File: src/rtl/pipe_hazard_ctrl.sv
// Pipeline sequencer for the 5-stage RV32I core: load-use stall, redirect flush, drain/halt handshake.
// Define PIPE_PERF_CNT_EN to build the saturating stall/flush performance counters.
module pipe_hazard_ctrl #(
  parameter int FLUSH_CYCLES = 1,
  parameter int DRAIN_CYCLES = 3,
  parameter int CNT_W        = 32
) (
  input  logic             clk,
  input  logic             rst,
  input  logic [4:0]       id_rs1,
  input  logic [4:0]       id_rs2,
  input  logic             id_uses_rs1,
  input  logic             id_uses_rs2,
  input  logic [4:0]       ex_rd,
  input  logic             ex_is_load,
  input  logic             ex_redirect,
  input  logic             halt_req,
  output logic             pc_we,
  output logic             if_id_we,
  output logic             if_id_nop,
  output logic             id_ex_we,
  output logic             id_ex_nop,
  output logic             ex_mem_nop,
  output logic             halted,
  output logic [CNT_W-1:0] stall_cnt,
  output logic [CNT_W-1:0] flush_cnt
);

  typedef enum logic [1:0] {
    RUN    = 2'd0,
    FLUSH  = 2'd1,
    DRAIN  = 2'd2,
    HALTED = 2'd3
  } state_t;

  localparam logic [2:0] FLUSH_RELOAD = 3'(FLUSH_CYCLES - 1);
  localparam logic [2:0] DRAIN_RELOAD = 3'(DRAIN_CYCLES - 1);

  state_t     state_r, state_nxt_s;
  logic [2:0] cnt_r, cnt_nxt_s;
  logic       lu_s;

  // Load-use hazard: EX load writes a register the ID instruction reads.
  always_comb begin
    lu_s = ex_is_load && (ex_rd != 5'd0) &&
           ((id_uses_rs1 && (id_rs1 == ex_rd)) || (id_uses_rs2 && (id_rs2 == ex_rd)));
  end

  // State and down-counter register.
  always_ff @(posedge clk or negedge rst) begin
    if (!rst) begin
      state_r <= RUN;
      cnt_r   <= 3'd0;
    end else begin
      state_r <= state_nxt_s;
      cnt_r   <= cnt_nxt_s;
    end
  end

  // Next-state logic; redirect beats load-use beats halt/drain.
  always_comb begin
    state_nxt_s = state_r;
    cnt_nxt_s   = cnt_r;
    case (state_r)
      RUN: begin
        if (ex_redirect) begin
          if (FLUSH_CYCLES > 0) begin
            state_nxt_s = FLUSH;
            cnt_nxt_s   = FLUSH_RELOAD;
          end else begin
            state_nxt_s = RUN;
          end
        end else if (lu_s) begin
          state_nxt_s = RUN;
        end else if (halt_req) begin
          state_nxt_s = DRAIN;
          cnt_nxt_s   = DRAIN_RELOAD;
        end else begin
          state_nxt_s = RUN;
        end
      end
      FLUSH: begin
        if (ex_redirect) begin
          cnt_nxt_s = FLUSH_RELOAD;
        end else if (cnt_r == 3'd0) begin
          state_nxt_s = RUN;
        end else begin
          cnt_nxt_s = cnt_r - 3'd1;
        end
      end
      DRAIN: begin
        if (ex_redirect) begin
          cnt_nxt_s = DRAIN_RELOAD;
        end else if (lu_s) begin
          cnt_nxt_s = cnt_r;
        end else if (!halt_req) begin
          state_nxt_s = RUN;
        end else if (cnt_r == 3'd0) begin
          state_nxt_s = HALTED;
        end else begin
          cnt_nxt_s = cnt_r - 3'd1;
        end
      end
      HALTED: begin
        if (!halt_req) begin
          state_nxt_s = RUN;
        end else begin
          state_nxt_s = HALTED;
        end
      end
      default: begin
        state_nxt_s = RUN;
        cnt_nxt_s   = 3'd0;
      end
    endcase
  end

  // Mealy enable/nop outputs so hazards act in the cycle they are seen.
  always_comb begin
    pc_we      = 1'b1;
    if_id_we   = 1'b1;
    id_ex_we   = 1'b1;
    if_id_nop  = 1'b0;
    id_ex_nop  = 1'b0;
    ex_mem_nop = 1'b0;
    halted     = 1'b0;
    if (!rst) begin
      pc_we      = 1'b0;
      if_id_we   = 1'b0;
      id_ex_we   = 1'b0;
      if_id_nop  = 1'b1;
      id_ex_nop  = 1'b1;
      ex_mem_nop = 1'b1;
    end else begin
      case (state_r)
        RUN: begin
          if (ex_redirect) begin
            if_id_nop = 1'b1;
            id_ex_nop = 1'b1;
          end else if (lu_s) begin
            pc_we     = 1'b0;
            if_id_we  = 1'b0;
            id_ex_nop = 1'b1;
          end else if (halt_req) begin
            pc_we     = 1'b0;
            if_id_nop = 1'b1;
          end else begin
            pc_we = 1'b1;
          end
        end
        FLUSH: begin
          if_id_nop = 1'b1;
          id_ex_nop = 1'b1;
        end
        DRAIN: begin
          if (ex_redirect) begin
            if_id_nop = 1'b1;
            id_ex_nop = 1'b1;
          end else if (lu_s) begin
            pc_we     = 1'b0;
            if_id_we  = 1'b0;
            id_ex_nop = 1'b1;
          end else begin
            pc_we     = 1'b0;
            if_id_nop = 1'b1;
          end
        end
        HALTED: begin
          pc_we      = 1'b0;
          if_id_we   = 1'b0;
          id_ex_we   = 1'b0;
          if_id_nop  = 1'b1;
          id_ex_nop  = 1'b1;
          ex_mem_nop = 1'b1;
          halted     = 1'b1;
        end
        default: begin
          pc_we = 1'b0;
        end
      endcase
    end
  end

`ifdef PIPE_PERF_CNT_EN
  logic             stall_inc_s, flush_inc_s;
  logic [CNT_W-1:0] stall_cnt_r, flush_cnt_r;

  // A stall counts only when load-use actually wins arbitration.
  always_comb begin
    stall_inc_s = ((state_r == RUN) || (state_r == DRAIN)) && !ex_redirect && lu_s;
    flush_inc_s = (state_r == FLUSH) ||
                  (((state_r == RUN) || (state_r == DRAIN)) && ex_redirect);
  end

  // Saturating performance counters.
  always_ff @(posedge clk or negedge rst) begin
    if (!rst) begin
      stall_cnt_r <= {CNT_W{1'b0}};
      flush_cnt_r <= {CNT_W{1'b0}};
    end else begin
      if (stall_inc_s && (stall_cnt_r != {CNT_W{1'b1}})) begin
        stall_cnt_r <= stall_cnt_r + CNT_W'(1);
      end
      if (flush_inc_s && (flush_cnt_r != {CNT_W{1'b1}})) begin
        flush_cnt_r <= flush_cnt_r + CNT_W'(1);
      end
    end
  end

  assign stall_cnt = stall_cnt_r;
  assign flush_cnt = flush_cnt_r;
`else
  assign stall_cnt = {CNT_W{1'b0}};
  assign flush_cnt = {CNT_W{1'b0}};
`endif

endmodule
File: config.mk
export PLATFORM = sky130hd
export DESIGN_NAME = pipe_hazard_ctrl
export DESIGN_NICKNAME = d
export VERILOG_FILES = /design/src/rtl/pipe_hazard_ctrl.sv
export SDC_FILE = /design/constraint.sdc
export NUM_CORES = 1
export LEC_CHECK = 0
export ABC_AREA = 0
export BUFFER_PORTS_ARGS = -buffer_cell sky130_fd_sc_hd__buf_4
export CAP_MARGIN = 20
export CELL_PAD_IN_SITES_DETAIL_PLACEMENT = 0
export CELL_PAD_IN_SITES_GLOBAL_PLACEMENT = 1
export CORE_UTILIZATION = 28
export CTS_BUF_LIST = sky130_fd_sc_hd__clkbuf_8
export DETAILED_ROUTE_END_ITERATION = 12
export HOLD_SLACK_MARGIN = 0.1
export PLACE_DENSITY = 0.81
export SETUP_SLACK_MARGIN = 0.2
export SYNTH_ARGS = -nofsm -noshare
export SYNTH_HDL_FRONTEND = slang
export SYNTH_SLANG_ARGS = --single-unit
File: constraint.sdc
create_clock -name clk -period 2.2 [get_ports clk]
set_input_delay 0.44 -clock clk [delete_from_list [all_inputs] [get_ports clk]]
set_output_delay 0.44 -clock clk [all_outputs]
set_load 0.05 [all_outputs]
# [Yosys cells after proc, flatten, opt, wreduce, memory -nomap -nowiden]
# Index checks and enable logic that the tools add are counted.
[word_totals] register_bits=5 out_inout_bits=71 elab_cells=74
[op_classes] n_addsub=1 eq_ne=14 mux=44 n_reduce_logical=13
[op_table] cell="3-bit two-way mux" n=8
[op_table] cell="1-bit two-way mux" n=20
[op_table] cell="2-bit two-way mux" n=10
[op_table] cell="3-bit inequality test, second input constant" n=5
[op_table] cell="5-bit == test" n=2
[op_table] cell="5-bit AND reduction" n=2
[op_table] cell="3-bit case mux with 3 select lines" n=1
[op_table] cell="2-bit inequality test, second input constant" n=4
[op_table] cell="2-bit case mux with 4 select lines" n=1
[op_table] cell="1-bit case mux with 3 select lines" n=2
[op_table] cell="5-bit nonzero test" n=1
[op_table] cell="2-bit == test, second input constant" n=2
[op_table] cell="1-bit logical AND" n=4
[op_table] cell="1-bit case mux with 2 select lines" n=2
[op_table] cell="2-bit OR reduction" n=2
[op_table] cell="3-bit zero test" n=1
[op_table] cell="3-bit nonzero test" n=1
[op_table] cell="3-bit by 1-bit subtractor with 3-bit output, second input constant" n=1
[op_table] cell="2-bit by 1-bit == test with 1-bit output, second input constant" n=1
[op_table] cell="2-bit zero test" n=1
[op_table] cell="1-bit logical OR" n=1

# [Logic depth before layout (Yosys ltp)]
[depth] depth_word=8 mapped_depth=8 ltp_nobuf=7

# [Worst setup path after synthesis]
# No wires, ideal clock.
[synth_path] path_type="input-to-output" from="input port ex_rd[1]" to="output port if_id_nop" arrival_time_ns=3.199 required_ns=1.760 slack_ns=-1.439 stages=4 n_path_buf=0 cell_sequence="or4_4 -> o21a_4 -> and2_1 -> o311ai_0"
[synth_via] elab_chain_len=8 elab_cells_between_ends=14 cone_classes="eq/ne: 2; mux: 6; reduce/logical: 6"
[synth_lines] item="start: declaration" line="14" source="input logic [4:0] ex_rd,"
[synth_lines] item="5-bit == test" line="46" source="((id_uses_rs1 && (id_rs1 == ex_rd)) || (id_uses_rs2 && (id_rs2 == ex_rd)));"
[synth_lines] item="1-bit logical AND" line="46"
[synth_lines] item="1-bit logical OR" line="46"
[synth_lines] item="1-bit logical AND (*)" line="45" source="lu_s = ex_is_load && (ex_rd != 5'd0) &&"
[synth_lines] item="1-bit two-way mux, on equally long branches" line="159, 140"
[synth_lines] item="1-bit two-way mux, on equally long branches" line="156, 137"
[synth_lines] item="1-bit case mux with 3 select lines (*)" line="135" source="case (state_r)"
[synth_lines] item="1-bit two-way mux (*)" line="127" source="if (!rst) begin"
[synth_lines] item="end: declaration" line="20" source="output logic if_id_nop,"
# Every way passes the cells marked *; elsewhere a longest branch is shown, timed or not.

# [Worst setup path in the final report]
[layout_path] from="input port ex_rd[4]" to="output port id_ex_nop"
[layout_via] elab_chain_len=8 elab_cells_between_ends=12 cone_classes="eq/ne: 2; mux: 4; reduce/logical: 6"
[layout_lines] item="5-bit == test" line="46"
[layout_lines] item="1-bit logical AND" line="46"
[layout_lines] item="1-bit logical OR" line="46"
[layout_lines] item="1-bit logical AND (*)" line="45"
[layout_lines] item="1-bit two-way mux (*)" line="140, 159"
[layout_lines] item="1-bit two-way mux (*)" line="137" source="if (ex_redirect) begin"
[layout_lines] item="1-bit case mux with 2 select lines (*)" line="135"
[layout_lines] item="1-bit two-way mux (*)" line="127"
[layout_lines] item="end: declaration" line="22" source="output logic id_ex_nop,"
# Marked as above.

==> results.md <==
* RSZ-0062 raised after global routing: yes
* Die H at a little under 70 microns
* Share of layout cells above drive strength 1 at 0.345
* Worst Hold Slack at ~0.47 ns
* PwrDens at around 950 mW/mm^2
* Design area at between 0.0015 and 0.002 sq mm
* CP Launch Type: primary input
* Pins Over Slew Limit at 0
* Initial Util at 0.291
* Max FO, Critical Path at 2
* Final worst-path cycle share at 1.11
* Hold crit path type: reg2reg
* Max Root-Sink Buffers at 2
* Diode count at 0
* Flops & latches, synth at 5
* Area of the multi-input gates at about 980 sq um
* Die Wd at just under 70 microns
* WL/cell at 9.71 microns
* Largest cells by area after synthesis: buf_4, dfrtp_1, ha_1, xnor2_1, nand2_1
* Synthesized area at 0.00126 sq mm
* Switching part of the total power at 0.541
* Cell taking the most area after synthesis: buf_4
* # DRC at 0
* Syn. warnings at 0
* Comb pwr share at 0.792
* Internal at roughly 700 uW
* PortBufs at 28
* Max-cap violations at 0
* NetSw at just over 800 uW
* Fill count at 461
* Final setup viols at 4
* CTS sink cnt at 5
* Clock transition at path regs at ~0.030 ns
* VDD IR max at around 0.00027 V
* Top_reg_cell synth: dfrtp_1
* Worst setup startpoint: ex_rd[4]
* Number of synthesized flops with an enable pin at 0
* Static Leak at between 0.7 and 0.8 nW
* Mapped Cells at between 150 and 200
* CP endpoint kind: output pin
* Ports at 93
* Top-count cell post-synth: buf_4
* Clock Power Share at 0.109
* Die Area at 0.00477 sq mm
* Required time of the critical path at approximately 1.8 ns
* H-tree depth at 1
* Area Overhead vs Synth at 27.1%
* Vias/cell at around 4
* Total power at about 1.5 mW
* Minimum clock period at around 2.4 ns
* Slew @ Worst Pin at between 0.4 and 0.5 ns
* Hold wc startpoint: cnt_r[2]$_DFFE_PN0P_
* Reg2Reg Launch Point: state_r[1]$_DFFE_PN0P_
* Iter 0 DRT Violations at 29
* Vias post-DR at between 1000 and 1500
* Area share of the leading cell type in the synthesized netlist at 0.382
* Hold Fails Final Rpt at 0
* Reg power frac at 0.099
* First-pass GRT wire length at between 3000 and 4000 microns
* Initial antenna violation count at 0
* Violated checks: negative setup slack
* DP Cell Count at 249
* Row count at 24
* Drt pass-1 iters at 4
* Worst Clk Skew at approximately 0.0006 ns
* Critical path type: in2out
* Cell Count, Final, Fillers Out at approximately 260
* CTS tree: done
* Most frequent cells after synthesis: buf_4, nand2_1, xnor2_1
* Critical path data arrival time at approximately 2 ns
* Max_slew headroom at 0.670
* Seq/Total Area, Yosys at 0.0994
* Worst skew pair latency at ~0.22 ns
* Mean post-synth cell area at 7.82 sq um
* Gpl congestion at a little over 0.8
* Final worst slack at -0.240 ns
* Vias in the first global route at 862
* Status: finished with violations
* Total grt overflow at 0
* Final core utilization at 0.370
* Synth cell types at 38
* Post-DRT Antenna Nets at 0
* TritonCTS Buffers at 3
* Max Fclk at between 400 and 500 MHz
* Root buffer cell: clkbuf_8
* DRT Wirelength at ~2500 microns
* Async set or reset register ratio after synthesis at 1.00
* Core Region at 0.00432 sq mm
* Largest net degree at the start of global routing at 14
* Global Route Usage Sum at 0.0986
* Area after DPL at 0.00142 sq mm
* Total area of sequential cells at roughly 130 sq um
* HPWL Detailed at about 1900 microns
* Final nets at roughly 230
kinds of logic (layout without fill, tap and decap cells):
family	after synthesis	count (layout)	synth area share
multiplexers	3	3	0.0258
adder cells (fa/ha/maj)	7	7	0.0696
other	1	64	0.00298
AO/OA/AOI/OAI	31	31	0.192
XOR/XNOR	10	10	0.0696
AND/OR/NAND/NOR	32	32	0.135
buffers and inverters	72	51	0.406
flip-flops	5	5	0.0994
metrics by stage:
stage / worst slack, ns / setup TNS [ns]
after floorplan: -0.178 / -0.323
after global placement: -0.352 / -0.969
after detailed placement: -0.347 / -0.937
after CTS: -0.265 / -0.865
after global routing: -0.260 / -0.633
final: -0.240 / -0.547
final timing paths:
kind | to | slack (ns) | depth (start not counted)
setup / recovery | id_ex_nop | -0.24 | 6
hold / removal | cnt_r[2]$_DFFE_PN0P_ | 0.47 | 1
setup reg to reg | cnt_r[1]$_DFFE_PN0P_ | 0.27 | 7
hold reg to reg | cnt_r[2]$_DFFE_PN0P_ | 0.47 | 1
max in group asynchronous | state_r[1]$_DFFE_PN0P_ | 1.25 | 2
min in group asynchronous | state_r[0]$_DFFE_PN0P_ | 0.71 | 2
metal layers:
| layer | vias to the layer above | track usage | wire [microns] |
|---|---|---|---|
| met5 | - | 0 | 0 |
| met4 | 0 | 0 | 0 |
| met3 | 0 | 0.0365 | 195 |
| met2 | 49 | 0.155 | 1220 |
| met1 | 481 | 0.136 | 1060 |
| li1 | 510 | - | - |
critical path, cell delays in order:
cell	delay, ns
buf_6	0.09
or4_4	0.52
o21a_4	0.21
and2_4	0.15
or4_4	0.42
buf_8	0.17
cells in the final DEF (no fill, tap or decap), types with 4 or more instances in the layout:
| master | synthesis | routed |
|---|---|---|
| inv_1 | 5 | 5 |
| nand2_1 | 10 | 9 |
| dfrtp_1 | 5 | 4 |
| xnor2_1 | 10 | 7 |
| o21ai_0 | 5 | 4 |
| buf_4 | 64 | 34 |
| nor2_1 | 5 | 4 |
| ha_1 | 7 | 4 |
| conb_1 | 1 | 64 |
area by class of cell:
type	count	area share
Clock buffer	3	0.0258
Clock inverter	1	0.00235
Inverter	5	0.0141
Multi-Input combinational cell	147	0.611
Sequential cell	5	0.0790
Tap cell	52	0.0407
Timing Repair Buffer	42	0.228
flip-flops by register name, indices dropped and copies added (netlist names):
signal,cells
cnt_r,3
state_r,2
power by group through the flow:
stage                     sequential [mW]  combinational, mW  clock, mW
final                               0.151               1.20      0.166
after global routing                0.155               1.29      0.182
after CTS                           0.149               1.14      0.170
after detailed placement            0.150               1.11          0
after global placement              0.150               1.10          0
after floorplan                     0.152              0.950          0
what timing repair did:
item,CTS,global route
hold buffers,1,0
hold endpoints to repair,5,0
setup endpoints to repair,5,7
resized for setup,7,18
pin swaps,4,3
buffers inserted,1,0
Note: power is estimated with default switching activity, not from simulation.
